===== config.mk =====
export PLATFORM = sky130hd
export DESIGN_NAME = sar_search
export DESIGN_NICKNAME = d
export VERILOG_FILES = /design/src/rtl/sar_search.sv
export SDC_FILE = /design/constraint.sdc
export NUM_CORES = 1
export LEC_CHECK = 0
export CORE_MARGIN = 2
export CORE_UTILIZATION = 30
export CTS_CLUSTER_DIAMETER = 120
export DETAILED_ROUTE_END_ITERATION = 10
export GPL_TIMING_DRIVEN = 0
export PLACE_DENSITY = 0.57
export SETUP_SLACK_MARGIN = 0.15
export SYNTH_ARGS = -nofsm -noshare
export SYNTH_HDL_FRONTEND = slang
export SYNTH_SLANG_ARGS = --single-unit

===== constraint.sdc =====
create_clock -name clk -period 4.15 [get_ports clk]
set_input_delay 0.83 -clock clk [delete_from_list [all_inputs] [get_ports clk]]
set_output_delay 0.83 -clock clk [all_outputs]
set_load 0.02 [all_outputs]

===== src/rtl/sar_search.sv =====
// sar_search: successive-approximation search controller.
// Drives the A operand (probe) of an external combinational magnitude
// comparator and binary-searches, MSB first, for the comparator's hidden
// B operand. The result is the largest value v with v <= target.
// The flags {cmp_eq, cmp_gt, cmp_st} must be exactly one-hot in every
// TEST cycle; otherwise the search aborts with err set.
// Optional feature macro: SAR_EARLY_EXIT_EN. When it is defined, an
// exact match ends the search immediately.
module sar_search #(
  parameter int WIDTH = 4
) (
  input  logic             clk,
  input  logic             rst_n,
  input  logic             start,
  output logic             busy,
  output logic             done,
  output logic [WIDTH-1:0] result,
  output logic             found,
  output logic             err,
  output logic [WIDTH-1:0] probe,
  input  logic             cmp_eq,
  input  logic             cmp_gt,
  input  logic             cmp_st
);

  localparam int IDX_W = (WIDTH > 1) ? $clog2(WIDTH) : 1;

  localparam logic [1:0] ST_IDLE = 2'd0;
  localparam logic [1:0] ST_TEST = 2'd1;
  localparam logic [1:0] ST_DONE = 2'd2;

  localparam logic [WIDTH-1:0] ONE_VAL = WIDTH'(1);
  localparam logic [WIDTH-1:0] MSB_BIT = ONE_VAL << (WIDTH - 1);

  logic [1:0]       state_reg;
  logic [IDX_W-1:0] idx_reg;
  logic [WIDTH-1:0] accum_reg;
  logic [WIDTH-1:0] probe_reg;
  logic [WIDTH-1:0] result_reg;
  logic             found_reg;
  logic             err_reg;

  logic             flags_ok;
  logic [WIDTH-1:0] accum_next;
  logic [IDX_W-1:0] idx_dec;
  logic [WIDTH-1:0] bit_mask;

  // Flag validity and the candidate accumulator for this TEST cycle
  always_comb begin
    flags_ok = 1'b0;
    case ({cmp_eq, cmp_gt, cmp_st})
      3'b100, 3'b010, 3'b001: flags_ok = 1'b1;
      default:                flags_ok = 1'b0;
    endcase
    // probe <= target means the trial bit belongs in the answer
    accum_next = (cmp_eq | cmp_st) ? probe_reg : accum_reg;
  end

  assign idx_dec = idx_reg - IDX_W'(1);

  // One-hot mask selecting the next bit to try (bit idx-1)
  genvar gi;
  generate
    for (gi = 0; gi < WIDTH; gi++) begin : g_mask
      assign bit_mask[gi] = (idx_dec == IDX_W'(gi));
    end
  endgenerate

  // Search FSM and datapath registers
  always_ff @(posedge clk or negedge rst_n) begin
    if (!rst_n) begin
      state_reg  <= ST_IDLE;
      idx_reg    <= '0;
      accum_reg  <= '0;
      probe_reg  <= '0;
      result_reg <= '0;
      found_reg  <= 1'b0;
      err_reg    <= 1'b0;
    end else begin
      case (state_reg)
        ST_IDLE: begin
          if (start) begin
            state_reg <= ST_TEST;
            idx_reg   <= IDX_W'(WIDTH - 1);
            accum_reg <= '0;
            probe_reg <= MSB_BIT;
            found_reg <= 1'b0;
            err_reg   <= 1'b0;
          end
        end
        ST_TEST: begin
          if (!flags_ok) begin
            // Broken comparator answer: abort with what was settled so far
            err_reg    <= 1'b1;
            result_reg <= accum_reg;
            state_reg  <= ST_DONE;
          end
`ifdef SAR_EARLY_EXIT_EN
          else if (cmp_eq) begin
            // Exact hit: the remaining low bits of probe are already zero
            result_reg <= probe_reg;
            found_reg  <= 1'b1;
            state_reg  <= ST_DONE;
          end
`endif
          else begin
            accum_reg <= accum_next;
            if (cmp_eq) found_reg <= 1'b1;
            if (idx_reg == '0) begin
              result_reg <= accum_next;
              state_reg  <= ST_DONE;
            end else begin
              idx_reg   <= idx_dec;
              probe_reg <= accum_next | bit_mask;
            end
          end
        end
        ST_DONE: state_reg <= ST_IDLE;
        default: state_reg <= ST_IDLE;
      endcase
    end
  end

  assign busy   = (state_reg == ST_TEST);
  assign done   = (state_reg == ST_DONE);
  assign result = result_reg;
  assign found  = found_reg;
  assign err    = err_reg;
  assign probe  = probe_reg;

endmodule


==> impl_metrics.json <==
{
  "root_buffer": "clkbuf_4",
  "track_usage": 0.118,
  "vias": 706,
  "antenna_left": 0,
  "postSynthCellCount": 95,
  "grt_pass1_wl_mm": 3.19,
  "end_kind": "output pin",
  "start_util": 0.320,
  "synth.net_count": 106,
  "clkPwrFrac": 0.133,
  "fin_skew_ns": 0.0101,
  "diodes": 0,
  "synth_ff_type": "dfrtp_1",
  "p_int_w": 0.000489,
  "outcome": "finished, final reports clean",
  "p_sw_w": 0.000331,
  "crit_path_max_fanout": 6,
  "gr-total-overflow": 0,
  "cts_tree": "done",
  "yosysTopAreaCellShare": 0.454,
  "drt_iter0_drc": 58,
  "nNetsFinal": 125,
  "cts_max_level": 1,
  "rows": 20,
  "synth-xor-area-share": 0.0340,
  "tightest_slew_ns": 0.832,
  "fillCellCount": 328,
  "coreArea_sq_um": 3100,
  "synthSimpleGateAreaFrac": 0.160,
  "synth-edff-count": 0,
  "routed_wl_mm": 1.93,
  "max-vdd-ir-drop_v": 0.000204,
  "clockBufferDepth": 2,
  "clk_latency_ns": 0.30,
  "cts.sinks": 18,
  "grt_max_degree": 19,
  "synthAdderAreaFrac": 0.0631,
  "hpwl_mm": 1.39,
  "viasPerCell": 4.50,
  "ys_seq_area_frac": 0.454,
  "hp-class": "register to register",
  "r2r_slack_ns": 2.30,
  "p_comb_frac": 0.503,
  "p_per_area_nw_per_um2": 670,
  "seqPwrFrac": 0.365,
  "switching_share": 0.403,
  "finalHoldViolCount": 0,
  "period_share": 0.626,
  "rsz0062_at_grt": "no",
  "critPathLaunchType": "register",
  "drc": 0,
  "clk_pin_slew_ns": 0.11,
  "yosysMostFrequentCell": "dfrtp_1",
  "syn_avg_cell_area_sq_um": 10.4,
  "layout-drive-gt1-share": 0.159,
  "synthTopCellsByArea": "dfrtp_1 45%, ha_1 6.3%, mux2i_1 5.0%",
  "wl_per_cell_microns": 12.3,
  "io_pins": 18,
  "synth_area_sq_um": 992,
  "firstDrtPassIters": 4,
  "critPathRequiredTime_ns": 3.32,
  "fin_crit_ns": 2.60,
  "p_leak_nw": 0.520,
  "cts-hold-fix-buffers": 0,
  "dieArea_sq_um": 3780,
  "routabilityCongestion": 0.742,
  "first_global_vias": 675,
  "area_growth_pct": 23.3,
  "antenna_found_initial": 0,
  "setup.worst_path.class": "register to output pin",
  "relSlewSlack": 0.444,
  "yosys_warnings": 0,
  "die_width_microns": 61.5,
  "arrival_ns": 1.77,
  "dp_slack_ns": 1.89,
  "clock.fmax_ghz": 0.385,
  "die_h_microns": 61.5,
  "worst_slack_ns": 1.55,
  "synth_top_family_by_area": "simple AND/OR/NAND/NOR gates",
  "ys_ff_latch": 18,
  "drv_cap": 0,
  "cts-resized-gates": 0,
  "synth.distinct_cells": 30,
  "synth_compound_area_frac": 0.155,
  "netlist_top_cells_count": "18 x dfrtp_1, 11 x nand2_1, 10 x nor2_1, 8 x o21ai_0, 7 x a21oi_1",
  "synth_mux_area_frac": 0.0883,
  "whs_ns": 0.503,
  "tns_ns": 0,
  "maxSlewViolCount": 0,
  "final_core_util": 0.394,
  "io_buffers": 14,
  "yosysTopAreaCell": "dfrtp_1",
  "async_reset_ff_frac": 1.00,
  "setup-violations-final": 0,
  "numCtsBuffers": 3,
  "cts_setup_buffers": 0
}
## power by group through the flow
stage	sequential, W	combinational (W)	clock (W)
after floorplan	0.000343	0.000219	0
after global placement	0.000300	0.000413	0
after detailed placement	0.000303	0.000414	0
after CTS	0.000299	0.000417	0.000112
after global routing	0.000308	0.000457	0.000122
final	0.000299	0.000412	0.000109
## layout by cell type (no fill, tap or decap), drive strengths merged
cell	instances
xor2	2
nor3b	1
a22o	1
nand2b	1
nor3	4
dfrtp	18
mux2	3
a21oi	7
o211ai	1
nor2b	1
nand2	12
nor2	11
buf	3
clkbuf	4
xnor2	1
ha	5
a211oi	1
o21ai	8
o221a	1
clkdlybuf4s50	14
a31o	1
a2bb2oi	1
inv	4
mux2i	5
o21a	1
nor4b	2
## metrics by stage
stage | cell area, sq um | instances | power [W]
global route | 1220 | 157 | 0.000888
finish | 1220 | 157 | 0.000820
global placement | 1190 | 153 | 0.000714
detailed placement | 1190 | 153 | 0.000717
CTS | 1220 | 157 | 0.000828
floorplan | 992 | 95 | 0.000561
## cells by family after synthesis
| kind of cell | after synthesis |
|---|---|
| AOI/OAI and AO/OA | 22 |
| xor gates and xnor gates | 3 |
| adders and majority gates | 5 |
| buffers and inverters | 7 |
| DFF | 18 |
| muxes | 8 |
| and+or+nand+nor | 32 |
## layer usage
layer / wire (microns) / GRT usage / share of wire
met5: 0 / 0 / 0
met3: 69 / 0.0189 / 0.036
met2: 830 / 0.176 / 0.43
met1: 1000 / 0.167 / 0.52
met4: 32 / 0.0547 / 0.017
## critical path, cell delays in order, from the launching register on
cell and delay [ns]:
dfrtp_1 0.41, nand2b_1 0.26, inv_1 0.18, clkdlybuf4s50_1 0.62
## final cells by class
type | instances | area [sq um] | share of cell area
Timing Repair Buffer | 14 | 140 | 0.115
Sequential cell | 18 | 450 | 0.368
Clock buffer | 4 | 36.3 | 0.0297
Tap cell | 44 | 55.1 | 0.0450
Inverter | 4 | 15.0 | 0.0123
Buffer | 3 | 30.0 | 0.0245
Multi-Input combinational cell | 70 | 497 | 0.406
## worst paths after layout
check / end / startpoint / cells after the start
min in group asynchronous: idx_reg[0] / rst_n / 1
max in group asynchronous: accum_reg[0] / rst_n / 1
setup / recovery: busy / state_reg[1] / 3
hold / removal: found / found / 1
setup reg to reg: idx_reg[1] / idx_reg[0] / 6
hold reg to reg: found / found / 1
(Power assumes the default switching activity.)
